### src/rtl/spi_master_ctrl.sv
// spi_master_ctrl
//   SPI master that sends frames to the SPI slave register interface.
//   Frame: SETUP (SS low, idle) -> start bit -> R/W bit -> address (MSB first)
//   -> write data bytes, or turnaround then read data bytes -> HOLD -> GAP.
//   The FSM runs on the rising edge of SCLK. SS and MOSI are re-launched on
//   the falling edge, which gives the slave half a cycle of setup time.
//
// Configuration macro:
//   SPI_MASTER_BURST_EN  defined:   Cmd_Len+1 data bytes per frame.
//                        undefined: exactly one data byte per frame, and
//                                   Cmd_Len is ignored.
//
// Ports:
//   SCLK, RST        clock; synchronous active-high reset
//   Cmd_Valid/Ready  command handshake (Cmd_Ready is high only in IDLE)
//   Cmd_RW           0 = write, 1 = read
//   Cmd_Addr         register address
//   Cmd_Len          burst length minus 1
//   Tx_Data          show-ahead write byte
//   Tx_Pop           pulse: Tx_Data loaded into the shifter
//   Rx_Data          last received byte
//   Rx_Valid         pulse: Rx_Data updated
//   Busy             frame in progress
//   Done             pulse in the last (GAP) cycle of a frame
//   SS, MOSI, MISO   serial pins (SS active low)
module spi_master_ctrl #(
  parameter int unsigned WIDTH        = 8,
  parameter int unsigned SETUP_CYCLES = 2,
  parameter int unsigned TURNAROUND   = 1,
  parameter int unsigned LEN_W        = 3
) (
  input  logic             SCLK,
  input  logic             RST,
  input  logic             Cmd_Valid,
  output logic             Cmd_Ready,
  input  logic             Cmd_RW,
  input  logic [WIDTH-1:0] Cmd_Addr,
  input  logic [LEN_W-1:0] Cmd_Len,
  input  logic [WIDTH-1:0] Tx_Data,
  output logic             Tx_Pop,
  output logic [WIDTH-1:0] Rx_Data,
  output logic             Rx_Valid,
  output logic             Busy,
  output logic             Done,
  output logic             SS,
  output logic             MOSI,
  input  logic             MISO
);

  // A single counter serves the setup, address, turnaround and data-bit phases.
  localparam int unsigned CMAX0 = (WIDTH > SETUP_CYCLES) ? WIDTH : SETUP_CYCLES;
  localparam int unsigned CMAX  = (CMAX0 > TURNAROUND) ? CMAX0 : TURNAROUND;
  localparam int unsigned CNT_W = (CMAX < 2) ? 1 : $clog2(CMAX);

  localparam logic [CNT_W-1:0] SETUP_LAST = CNT_W'(SETUP_CYCLES - 1);
  localparam logic [CNT_W-1:0] BIT_LAST   = CNT_W'(WIDTH - 1);
  localparam logic [CNT_W-1:0] TURN_LAST  = CNT_W'((TURNAROUND > 0) ? TURNAROUND - 1 : 0);

  typedef enum logic [3:0] {
    S_IDLE, S_SETUP, S_START, S_RW, S_ADDR, S_TURN, S_WDATA, S_RDATA, S_HOLD, S_GAP
  } state_t;

  state_t           state;
  logic [CNT_W-1:0] cnt;
  logic [WIDTH-1:0] shift;
  logic             rw_q;
  logic             accept;
  logic             byte_end;
  logic             last_byte;
  logic [WIDTH-1:0] rx_next;
  logic             mosi_d;

  assign accept   = (state == S_IDLE) && Cmd_Valid && Cmd_Ready;
  assign byte_end = ((state == S_WDATA) || (state == S_RDATA)) && (cnt == BIT_LAST);
  assign rx_next  = {shift[WIDTH-2:0], MISO};

`ifdef SPI_MASTER_BURST_EN
  logic [LEN_W-1:0] byte_cnt;

  assign last_byte = (byte_cnt == '0);

  always_ff @(posedge SCLK) begin
    if (RST) begin
      byte_cnt <= '0;
    end else if (accept) begin
      byte_cnt <= Cmd_Len;
    end else if (byte_end && !last_byte) begin
      byte_cnt <= byte_cnt - LEN_W'(1);
    end
  end
`else
  logic unused_len;

  assign last_byte  = 1'b1;
  assign unused_len = ^Cmd_Len;
`endif

  always_ff @(posedge SCLK) begin
    if (RST) begin
      state     <= S_IDLE;
      cnt       <= '0;
      shift     <= '0;
      rw_q      <= 1'b0;
      Cmd_Ready <= 1'b1;
      Busy      <= 1'b0;
      Done      <= 1'b0;
      Tx_Pop    <= 1'b0;
      Rx_Valid  <= 1'b0;
      Rx_Data   <= '0;
    end else begin
      Done     <= 1'b0;
      Tx_Pop   <= 1'b0;
      Rx_Valid <= 1'b0;
      case (state)
        S_IDLE: begin
          if (accept) begin
            rw_q      <= Cmd_RW;
            // The address waits in the shifter until the ADDR phase.
            shift     <= Cmd_Addr;
            cnt       <= '0;
            Cmd_Ready <= 1'b0;
            Busy      <= 1'b1;
            state     <= S_SETUP;
          end
        end
        S_SETUP: begin
          if (cnt == SETUP_LAST) begin
            cnt   <= '0;
            state <= S_START;
          end else begin
            cnt <= cnt + CNT_W'(1);
          end
        end
        S_START: state <= S_RW;
        S_RW: begin
          cnt   <= '0;
          state <= S_ADDR;
        end
        S_ADDR: begin
          shift <= shift << 1;
          if (cnt == BIT_LAST) begin
            cnt <= '0;
            if (rw_q) begin
              state <= (TURNAROUND == 0) ? S_RDATA : S_TURN;
            end else begin
              // First write byte enters on the edge that begins its first bit.
              shift  <= Tx_Data;
              Tx_Pop <= 1'b1;
              state  <= S_WDATA;
            end
          end else begin
            cnt <= cnt + CNT_W'(1);
          end
        end
        S_TURN: begin
          if (cnt == TURN_LAST) begin
            cnt   <= '0;
            state <= S_RDATA;
          end else begin
            cnt <= cnt + CNT_W'(1);
          end
        end
        S_WDATA: begin
          shift <= shift << 1;
          if (byte_end) begin
            cnt <= '0;
            if (last_byte) begin
              state <= S_HOLD;
            end else begin
              shift  <= Tx_Data;
              Tx_Pop <= 1'b1;
            end
          end else begin
            cnt <= cnt + CNT_W'(1);
          end
        end
        S_RDATA: begin
          shift <= rx_next;
          if (byte_end) begin
            cnt      <= '0;
            Rx_Data  <= rx_next;
            Rx_Valid <= 1'b1;
            if (last_byte) begin
              state <= S_HOLD;
            end
          end else begin
            cnt <= cnt + CNT_W'(1);
          end
        end
        S_HOLD: begin
          Done  <= 1'b1;
          state <= S_GAP;
        end
        S_GAP: begin
          Busy      <= 1'b0;
          Cmd_Ready <= 1'b1;
          state     <= S_IDLE;
        end
        default: state <= S_IDLE;
      endcase
    end
  end

  always_comb begin
    mosi_d = 1'b0;
    case (state)
      S_START:         mosi_d = 1'b1;
      S_RW:            mosi_d = rw_q;
      S_ADDR, S_WDATA: mosi_d = shift[WIDTH-1];
      default:         mosi_d = 1'b0;
    endcase
  end

  // Pin retiming: the pins follow the FSM state half a cycle later, so a
  // reset returns SS high at the first falling edge after the reset edge.
  always_ff @(negedge SCLK) begin
    SS   <= (state == S_IDLE) || (state == S_GAP);
    MOSI <= mosi_d;
  end

endmodule
### config.mk
export PLATFORM = sky130hd
export DESIGN_NAME = spi_master_ctrl
export DESIGN_NICKNAME = d
export VERILOG_FILES = /design/src/rtl/spi_master_ctrl.sv
export SDC_FILE = /design/constraint.sdc
export NUM_CORES = 1
export LEC_CHECK = 0
export BUFFER_PORTS_ARGS = -buffer_cell sky130_fd_sc_hd__buf_2
export CORE_UTILIZATION = 40
export DETAILED_ROUTE_END_ITERATION = 8
export GPL_TIMING_DRIVEN = 0
export PLACE_DENSITY_LB_ADDON = 0.12
export SKIP_LAST_GASP = 1
export SLEW_MARGIN = 20
export SYNTH_ARGS = -nofsm -noshare
export SYNTH_HDL_FRONTEND = slang
export SYNTH_SLANG_ARGS = --single-unit
### constraint.sdc
create_clock -name SCLK -period 2.2 [get_ports SCLK]
set_input_delay 0.44 -clock SCLK [delete_from_list [all_inputs] [get_ports SCLK]]
set_output_delay 0.44 -clock SCLK [all_outputs]
set_load 0.05 [all_outputs]
==> reports/results.md, run 1 <==
Synthesis
* 199 — Net Count, Synth
* 0 — Synth warnings
* 40.6% — share of the synthesized area in the top cell type
* 0% — asr flop ratio synth
* 38 — number of distinct library cells after synthesis
* 1530 um^2 — area of the mapped netlist
* 171 — cell count after synthesis
* sky130_fd_sc_hd__dfxtp_1 — most used flip-flop cell after synthesis
* 40.6% — register area share after synthesis
* sky130_fd_sc_hd__dfxtp_1 — largest area contributor in the synthesized netlist
* 31 — post-synthesis sequential element count
* sky130_fd_sc_hd__dfxtp_1 — top-count cell post-synth
* 8.95 um^2 — Mapped Avg Cell Area
* 0 — count of flip-flops with a built-in enable after synthesis
* 31 x sky130_fd_sc_hd__dfxtp_1, 25 x sky130_fd_sc_hd__nor2_1, 10 x sky130_fd_sc_hd__mux2i_1 — top cells by count, synth
* sky130_fd_sc_hd__dfxtp_1 41%, sky130_fd_sc_hd__mux2i_1 6.5%, sky130_fd_sc_hd__nor2_1 6.1% — most area-consuming cells after synthesis

Drt
* 0 — detailed-route DRC error count
* 3830 um — Total Routed Length
* 4 — number of iterations in the first detailed-routing pass
* 70 — Iteration-0 DRC Markers
* 1422 — total via count in the routed design
* 14.7 um — drt wl/cell
* 5.45 — via density per instance
* 0 — remaining number of nets flagged by the antenna check after routing

Hold path
* Cmd_RW — Worst Min Path Start
* in2reg — Min-Delay Path Class
* 3 — instance count along the most critical hold path

Power and ir drop
* 0.852 nW — leakage power total
* 1.40 mW — cell-internal power
* 26.4% — clock network fraction of total power
* 38.3% — Net Sw Frac
* 1180 nW/um^2 — power per unit of standard cell area
* 0.867 mW — NetSw
* 34.9% — sequential power share
* 2.26 mW — total power of the final layout
* 0.379 mV — Peak VDD IR
* 38.6% — fraction of power consumed by combinational cells

Final layout
* 25.0% — growth of design area from synthesis to finish
* 28.2% — layout cell share with drive strength beyond 1
* 261 — count of placed standard cells in the final layout, fillers left out
* 0 — final antenna diode count
* 845 um^2 — area taken by multi-input logic gates
* 240 — final layout net count
* 628 um^2 — Sequential cell area
* 342 — final-layout fill cell count

Setup path
* output pin — Worst setup EP type
* MOSI$_DFF_N_ — launch point of the critical path
* 1 — combined buffer and inverter count along the critical path
* 320 ps — delay of the slowest cell on the worst path
* 1760 ps — Req. time, crit path
* sky130_fd_sc_hd__dfxtp_2 — Slowest-stage cell, CP
* 1 — crit-path max FO
* flip-flops — top cell family by delay on the critical path
* state[1]$_SDFFE_PP0P_ — launch point of the worst reg-to-reg path
* buf_6 — sequence of cells on the critical path
* 5 — reg2reg path depth
* flop — kind of start point of the critical path
* 1920 ps — data arrival at the endpoint of the critical path
* 1 — number of logic stages on the critical path including buffering
* reg2out — Worst Path Class, Setup

Clock tree
* 2 — CTS max path bufs
* sky130_fd_sc_hd__clkbuf_8 — buffer cell driving the clock tree root
* 31 — number of clock sinks
* 350 ps — insertion delay of the later-clocked pin in the worst-skew pair
* 2 — H-tree lvl count
* built — clock tree from TritonCTS
* 5 — Num CTS Buffers
* 70 ps — clock transition at the registers of the reported paths
* 0 — number of buffers added to fix hold violations after cts
* 0 — post-CTS setup buffer count

Global route
* 19 — pin count of the biggest net entering global routing
* 6520 um — wire length of the first global-routing pass
* 0 — initial antenna violation count
* 1357 — vias in the first global route
* 0 — Remaining Overflow, GRT
* 20.7% — GRT Util Overall

Placement
* 254 — placed instance count
* 2690 um — post-DP HPWL
* 0.819 — placer's final routability congestion estimate
* 35 — PortBufs

Run status
* finished with violations — result of the run
* negative setup slack — violations in the final reports

Floorplanning
* 63.9 um — Die H
* 4080 um^2 — die area
* 63.9 um — overall die width
* 39 — number of ports placed on the die boundary
* 41.8% — Initial Utilization
* 3660 um^2 — Floorplan Core Area
* 22 — total number of placement rows

STA
* 0 — final count of hold timing violations
* 60.0% — relative max-transition margin
* true — setup repair after global routing missed its margin
* 3 — setup-violating endpoint count in the final report
* -156 ps — fin worst setup slack
* 599 ps — Worst Tran Pin Value
* 73.1 ps — post-route clock skew
* 0 — Max Transition Viols Final

Run
* 0 — max-cap violation count

-- kinds of logic (layout without fill, tap and decap cells) --
logic type	count (synthesis)	count (layout)	synth area share, %
AND/OR/NAND/NOR	64	64	22.2
AO/OA/AOI/OAI	45	45	22.0
flip-flops	31	31	40.6
buffers and inverters	16	58	4.82
multiplexers	10	10	6.54
adder cells (fa/ha/maj)	4	4	3.27
XOR/XNOR	1	1	0.572
-- worst paths after layout --
path	to	slack, ps
hold reg to reg	cnt[2]$_SDFFE_PP0P_	490
hold / removal	rw_q$_SDFFE_PP0P_	410
setup reg to reg	MOSI$_DFF_N_	-130
setup / recovery	MOSI	-160
-- placed cells by master (no fill, tap or decap), types with 2 or more instances in the layout --
master and instances:
sky130_fd_sc_hd__inv_1 5, sky130_fd_sc_hd__or3b_1 2, sky130_fd_sc_hd__nand3_1 9, sky130_fd_sc_hd__a221oi_1 8, sky130_fd_sc_hd__nor2b_1 4, sky130_fd_sc_hd__nand2_1 6
sky130_fd_sc_hd__o21bai_1 4, sky130_fd_sc_hd__o31ai_1 2, sky130_fd_sc_hd__nor2_1 25, sky130_fd_sc_hd__clkbuf_8 6, sky130_fd_sc_hd__dfxtp_1 27, sky130_fd_sc_hd__o21ai_0 4
sky130_fd_sc_hd__buf_6 3, sky130_fd_sc_hd__buf_1 2, sky130_fd_sc_hd__mux2i_1 10, sky130_fd_sc_hd__dfxtp_2 3, sky130_fd_sc_hd__buf_2 37, sky130_fd_sc_hd__a21oi_1 9
sky130_fd_sc_hd__nor3_1 5, sky130_fd_sc_hd__clkbuf_4 2, sky130_fd_sc_hd__nand2b_1 4, sky130_fd_sc_hd__ha_1 4, sky130_fd_sc_hd__a211oi_1 9
-- metrics by stage --
step	hold WS [ps]	utilization (%)	setup slack, ps	setup TNS, ps	instance area [um^2]
floorplan	454	-	10.1	0	1530
detailed placement	478	48.3	-269	-395	1770
global placement	470	48.3	-237	-370	1770
finish	405	52.3	-156	-416	1910
global route	419	52.3	-213	-540	1910
CTS	402	51.9	-155	-397	1900
-- area by class of cell --
class,instances,share of cell area [%]
Timing Repair Buffer,35,9.81
Sequential cell,31,32.8
Clock buffer,6,4.32
Buffer,10,3.01
Inverter,3,0.589
Multi-Input combinational cell,124,44.1
Tap cell,48,3.14
Clock inverter,4,2.16
-- flip-flops by register name, indices dropped and copies added (netlist names) --
register and count:
Rx_Data 8, shift 8, state 4, cnt 3
Busy 1, Cmd_Ready 1, Done 1, MOSI 1
Rx_Valid 1, SS 1, Tx_Pop 1, rw_q 1
-- power by group through the flow --
stage          Clock (mW)  Combinational [mW]  Sequential, mW
6_report            0.599               0.875           0.791
4_1_cts             0.604               0.853           0.786
2_1_floorplan     0.00854               0.544           0.864
5_1_grt             0.631               0.970           0.804
3_3_place_gp      0.00854               0.809           0.780
3_5_place_dp      0.00854               0.826           0.786
-- tightest hold or removal path: cells and delay by family --
kind / cells / cell delay (ps)
multiplexers: 1 / 50
AND/OR/NAND/NOR: 1 / 80
buffers and inverters: 1 / 80
-- timing repair --
| action | CTS | global route |
|---|---|---|
| gates cloned | 0 | 0 |
| endpoints found under the setup margin | 4 | 3 |
| gates resized for setup | 9 | 3 |
-- metal layers --
layer	part of all wire (%)	track usage, %	up-vias
met5	0	0	-
met4	1.2	8.81	0
met3	3.7	3.75	5
met2	45	32.0	36
met1	50	28.1	677
li1	-	-	704
Note: power is estimated with default switching activity, not from simulation.
==> inputs of run 2 (changes only) <==
--- a/config.mk
+++ b/config.mk
@@ -5,6 +5,7 @@
 export SDC_FILE = /design/constraint.sdc
 export NUM_CORES = 1
 export LEC_CHECK = 0
+export ABC_AREA = 1
 export BUFFER_PORTS_ARGS = -buffer_cell sky130_fd_sc_hd__buf_2
 export CORE_UTILIZATION = 40
 export DETAILED_ROUTE_END_ITERATION = 8
==> constraint.sdc (replaced) <==
create_clock -name SCLK -period 1.96 [get_ports SCLK]
set_input_delay 0.392 -clock SCLK [delete_from_list [all_inputs] [get_ports SCLK]]
set_output_delay 0.392 -clock SCLK [all_outputs]
set_load 0.05 [all_outputs]
==> reports/results.md, run 2 <==
Run status
* finished with violations — result of the run
* negative setup slack — violations in the final reports

Global route
* 1259 — vias in the first global route
* 0 — Remaining Overflow, GRT
* 5640 um — wire length of the first global-routing pass
* 11 — pin count of the biggest net entering global routing
* 0 — initial antenna violation count
* 17.6% — GRT Util Overall

Synthesis
* 31 — post-synthesis sequential element count
* 0 — Synth warnings
* 7.08 um^2 — Mapped Avg Cell Area
* 27 — number of distinct library cells after synthesis
* 221 — cell count after synthesis
* 1560 um^2 — area of the mapped netlist
* sky130_fd_sc_hd__nand2_1 — top-count cell post-synth
* 0% — asr flop ratio synth
* 0 — count of flip-flops with a built-in enable after synthesis
* sky130_fd_sc_hd__dfxtp_1 40%, sky130_fd_sc_hd__nand2_1 14%, sky130_fd_sc_hd__a21oi_1 6.7% — most area-consuming cells after synthesis
* sky130_fd_sc_hd__dfxtp_1 — most used flip-flop cell after synthesis
* 59 x sky130_fd_sc_hd__nand2_1, 31 x sky130_fd_sc_hd__dfxtp_1, 23 x sky130_fd_sc_hd__inv_1 — top cells by count, synth
* 39.7% — share of the synthesized area in the top cell type
* 39.7% — register area share after synthesis
* 249 — Net Count, Synth
* sky130_fd_sc_hd__dfxtp_1 — largest area contributor in the synthesized netlist

Drt
* 11.1 um — drt wl/cell
* 0 — remaining number of nets flagged by the antenna check after routing
* 0 — detailed-route DRC error count
* 1485 — total via count in the routed design
* 3470 um — Total Routed Length
* 4 — number of iterations in the first detailed-routing pass
* 46 — Iteration-0 DRC Markers
* 4.76 — via density per instance

Setup path
* output pin — Worst setup EP type
* flip-flops — top cell family by delay on the critical path
* buf_8 — sequence of cells on the critical path
* flop — kind of start point of the critical path
* sky130_fd_sc_hd__dfxtp_2 — Slowest-stage cell, CP
* 1770 ps — data arrival at the endpoint of the critical path
* 320 ps — delay of the slowest cell on the worst path
* 1570 ps — Req. time, crit path
* 1 — combined buffer and inverter count along the critical path
* reg2out — Worst Path Class, Setup
* 1 — crit-path max FO

Floorplanning
* 4160 um^2 — die area
* 42.1% — Initial Utilization
* 3720 um^2 — Floorplan Core Area
* 64.5 um — overall die width
* 22 — total number of placement rows
* 39 — number of ports placed on the die boundary
* 64.5 um — Die H

Clock tree
* 70 ps — clock transition at the registers of the reported paths
* sky130_fd_sc_hd__clkbuf_8 — buffer cell driving the clock tree root
* 2 — H-tree lvl count
* 31 — number of clock sinks
* built — clock tree from TritonCTS
* 2 — CTS max path bufs
* 5 — Num CTS Buffers
* 330 ps — insertion delay of the later-clocked pin in the worst-skew pair
* 0 — number of buffers added to fix hold violations after cts

Final layout
* 25.0% — layout cell share with drive strength beyond 1
* 0 — final antenna diode count
* 312 — count of placed standard cells in the final layout, fillers left out
* Rx_Data (8), shift (8), state (4) — top flop regs
* sky130_fd_sc_hd__nand2_1 — most frequent standard cell in the layout excluding fill and tap cells
* 59 x sky130_fd_sc_hd__nand2_1, 32 x sky130_fd_sc_hd__buf_2, 27 x sky130_fd_sc_hd__dfxtp_1 — commonest cells after routing, fill and taps aside
* 24.0% — growth of design area from synthesis to finish
* 291 — final layout net count

Placement
* 34 — PortBufs
* 2660 um — post-DP HPWL
* 303 — placed instance count
* 0.851 — placer's final routability congestion estimate

STA
* 0 — final count of hold timing violations
* 66.8% — relative max-transition margin
* 57.6 ps — post-route clock skew
* 2 — setup-violating endpoint count in the final report
* -202 ps — fin worst setup slack
* true — setup repair after global routing missed its margin
* -395 ps — Fin Setup TNS
* 0 — Max Transition Viols Final
* 339 ps — worst hold slack
* 498 ps — Worst Tran Pin Value

Power and ir drop
* 0.687 mV — Peak VDD IR
* 1390 nW/um^2 — power per unit of standard cell area
* 0.939 nW — leakage power total
* 2.70 mW — total power of the final layout

Run
* 0 — max-cap violation count

Hold path
* in2reg — Min-Delay Path Class

==> run 2: changes by cell type after synthesis, moves of 5 or more <==
cell | previous run | this run
sky130_fd_sc_hd__nor2b_1 | 5 | 0
sky130_fd_sc_hd__a221oi_1 | 8 | 0
sky130_fd_sc_hd__buf_2 | 5 | 0
sky130_fd_sc_hd__mux2i_1 | 10 | 0
sky130_fd_sc_hd__a211oi_1 | 9 | 0
sky130_fd_sc_hd__nor2_1 | 25 | 18
sky130_fd_sc_hd__nand3_1 | 9 | 15
sky130_fd_sc_hd__a21oi_1 | 9 | 21
sky130_fd_sc_hd__o21ai_0 | 4 | 10
sky130_fd_sc_hd__inv_1 | 4 | 23
sky130_fd_sc_hd__nand2_1 | 6 | 59
sky130_fd_sc_hd__nand4_1 | 1 | 9
==> run 2: routing by layer <==
metal  vias up  routed length [um]  global-route usage, %
met1       654                1830                   24.2
met5         -                   0                      0
li1        804                   -                      -
met3         2                 129                   4.75
met2        25                1490                   26.7
met4         0                  25                   5.00
==> run 2: logic make-up (layout without fill, tap and decap cells) <==
group	count (synthesis)	in the layout	synth area share [%]
AO/OA/AOI/OAI	37	37	13.2
buffers and inverters	33	76	8.80
flip-flops	31	31	39.7
adder cells (fa/ha/maj)	4	4	3.20
AND/OR/NAND/NOR	116	116	35.1
==> run 2: final timing paths <==
check	to	slack (ps)	start	depth (start not counted)
worst max-delay path	SS	-200	SS$_DFF_N_	1
worst min-delay path	Rx_Data[0]$_SDFFE_PP0P_	340	MISO	3
worst max register to register	MOSI$_DFF_N_	90	state[3]$_SDFFE_PP0P_	3
worst min register to register	Rx_Data[1]$_SDFFE_PP0P_	470	Rx_Data[1]$_SDFFE_PP0P_	2
==> run 2: final cells by class <==
cell class	count	area, um^2
fill	381	1780
multi-input combinational	157	818
sequential	31	626
timing repair buffer	34	186
inverter	27	104
clock buffer	6	72.6
tap	48	60.1
clock inverter	4	42.5
buffer	5	30.0
==> run 2: through the flow <==
stage | worst slack, ps | cell area [um^2] | util [%]
CTS | -212 | 1920 | 51.8
global route | -226 | 1940 | 52.2
global placement | -56.2 | 1790 | 48.3
finish | -202 | 1940 | 52.2
detailed placement | -46.9 | 1790 | 48.3
floorplan | 0.671 | 1560 | -
==> run 2: timing repair <==
item	CTS	global route
hold endpoints to repair	0	0
resized for setup	8	4
endpoints found under the setup margin	4	4
setup buffers	0	0
==> run 2: report_power, final <==
group	leakage, nW	switching, mW	total, mW	internal, mW
Combinational	0.623	0.773	1.17	0.394
Clock	0.0620	0.241	0.622	0.381
Sequential	0.255	0.113	0.907	0.793
==> inputs of run 3 (changes only) <==
--- a/config.mk
+++ b/config.mk
@@ -6,7 +6,7 @@
 export NUM_CORES = 1
 export LEC_CHECK = 0
 export ABC_AREA = 1
-export BUFFER_PORTS_ARGS = -buffer_cell sky130_fd_sc_hd__buf_2
+export BUFFER_PORTS_ARGS = -buffer_cell sky130_fd_sc_hd__clkbuf_2
 export CORE_UTILIZATION = 40
 export DETAILED_ROUTE_END_ITERATION = 8
 export GPL_TIMING_DRIVEN = 0
==> reports/results.md, run 3 (synthesized netlist as in run 2, its figures left out) <==
Setup path
* state[3]$_SDFFE_PP0P_ — launch point of the worst reg-to-reg path
* 60 ps — reg2reg setup slack
* 1570 ps — Req. time, crit path
* 1780 ps — data arrival at the endpoint of the critical path
* flip-flops — top cell family by delay on the critical path
* 1 — combined buffer and inverter count along the critical path
* 330 ps — delay of the slowest cell on the worst path
* output pin — Worst setup EP type
* sky130_fd_sc_hd__dfxtp_2 — Slowest-stage cell, CP
* buf_8 — sequence of cells on the critical path
* MOSI$_DFF_N_ — worst flop-to-flop path endpoint
* 1 — crit-path max FO
* flop — kind of start point of the critical path
* 3 — reg2reg path depth
* reg2out — Worst Path Class, Setup

STA
* 0 — final count of hold timing violations
* 55.8 ps — post-route clock skew
* 491 ps — Worst Tran Pin Value
* 0 — Max Transition Viols Final
* 2 — setup-violating endpoint count in the final report
* true — setup repair after global routing missed its margin
* 67.3% — relative max-transition margin
* -215 ps — fin worst setup slack

Clock tree
* built — clock tree from TritonCTS
* 2 — H-tree lvl count
* sky130_fd_sc_hd__clkbuf_8 — buffer cell driving the clock tree root
* 330 ps — insertion delay of the later-clocked pin in the worst-skew pair
* 60 ps — clock transition at the registers of the reported paths
* 2 — CTS max path bufs
* 31 — number of clock sinks
* 5 — Num CTS Buffers
* 0 — number of buffers added to fix hold violations after cts

Floorplanning
* 64.5 um — overall die width
* 4160 um^2 — die area
* 64.5 um — Die H
* 3720 um^2 — Floorplan Core Area
* 22 — total number of placement rows
* 42.1% — Initial Utilization
* 39 — number of ports placed on the die boundary

Final layout
* 1940 um^2 — post-route design area
* Rx_Data (8), shift (8), state (4) — top flop regs
* 52.2% — Finished Core Util
* 24.1% — growth of design area from synthesis to finish
* sky130_fd_sc_hd__nand2_1 — most frequent standard cell in the layout excluding fill and tap cells
* 25.4% — layout cell share with drive strength beyond 1
* 59 x sky130_fd_sc_hd__nand2_1, 32 x sky130_fd_sc_hd__clkbuf_2, 27 x sky130_fd_sc_hd__dfxtp_1 — commonest cells after routing, fill and taps aside
* 291 — final layout net count
* 0 — final antenna diode count

Power and ir drop
* 1400 nW/um^2 — power per unit of standard cell area
* 0.590 mV — Peak VDD IR
* 0.932 nW — leakage power total

Placement
* 1790 um^2 — area of placed instances
* -45.3 ps — minimum setup slack after placement
* 34 — PortBufs
* 2780 um — post-DP HPWL
* 0.890 — placer's final routability congestion estimate

Run status
* negative setup slack — violations in the final reports
* finished with violations — result of the run

Drt
* 3680 um — Total Routed Length
* 73 — Iteration-0 DRC Markers
* 11.8 um — drt wl/cell
* 0 — detailed-route DRC error count
* 1525 — total via count in the routed design
* 0 — remaining number of nets flagged by the antenna check after routing
* 4.89 — via density per instance
* 4 — number of iterations in the first detailed-routing pass

Global route
* 19.6% — GRT Util Overall
* 0 — Remaining Overflow, GRT
* 6210 um — wire length of the first global-routing pass
* 1397 — vias in the first global route
* 0 — initial antenna violation count
* 11 — pin count of the biggest net entering global routing

Hold path
* 3 — instance count along the most critical hold path
* MISO — Worst Min Path Start
* Rx_Data[0]$_SDFFE_PP0P_ — sink of the worst hold path
* in2reg — Min-Delay Path Class

Run
* 0 — max-cap violation count

==> run 3: how the worst max path moves through the flow <==
stage                                      from          to  slack [ps]  cells past startpoint
after floorplan                    MOSI$_DFF_N_        MOSI         0.7                      0
after global placement    state[0]$_SDFFE_PP0P_  SS$_DFF_N_         -60                      4
after detailed placement  state[0]$_SDFFE_PP0P_  SS$_DFF_N_         -50                      4
after CTS                          MOSI$_DFF_N_        MOSI        -250                      1
after global routing                 SS$_DFF_N_          SS        -240                      1
final                              MOSI$_DFF_N_        MOSI        -210                      1
==> run 3: power by group <==
group	internal, mW	switching, mW
combinational	0.399	0.783
clock	0.381	0.249
sequential	0.793	0.116
==> run 3: metal layers <==
layer	routed length (um)	global-route usage (%)	up-vias
met2	1620	30.4	37
met3	155	4.40	7
met5	0	0	-
li1	-	-	807
met1	1850	25.7	674
met4	58	8.61	0
==> run 3: per-stage QoR <==
step / setup TNS, ps / total power [mW] / hold slack (ps) / instances
after floorplan: 0 / 1.78 / 444 / 221
after global placement: -95.6 / 2.04 / 461 / 303
after detailed placement: -71.9 / 2.04 / 461 / 303
after CTS: -480 / 2.71 / 326 / 312
after global routing: -482 / 2.94 / 352 / 312
final: -418 / 2.72 / 332 / 312
==> run 3: final cells by class <==
| class | instances | area (um^2) |
|---|---|---|
| buffer | 5 | 30.0 |
| clock buffer | 6 | 72.6 |
| clock inverter | 4 | 42.5 |
| fill | 390 | 1780 |
| inverter | 27 | 104 |
| multi-input combinational | 157 | 816 |
| sequential | 31 | 626 |
| tap | 48 | 60.1 |
| timing repair buffer | 34 | 190 |
==> run 3: what timing repair did <==
item                       CTS  global route
setup endpoints to repair    3             7
setup buffers                0             0
pin swaps                    0             1
gates resized for setup      7             6
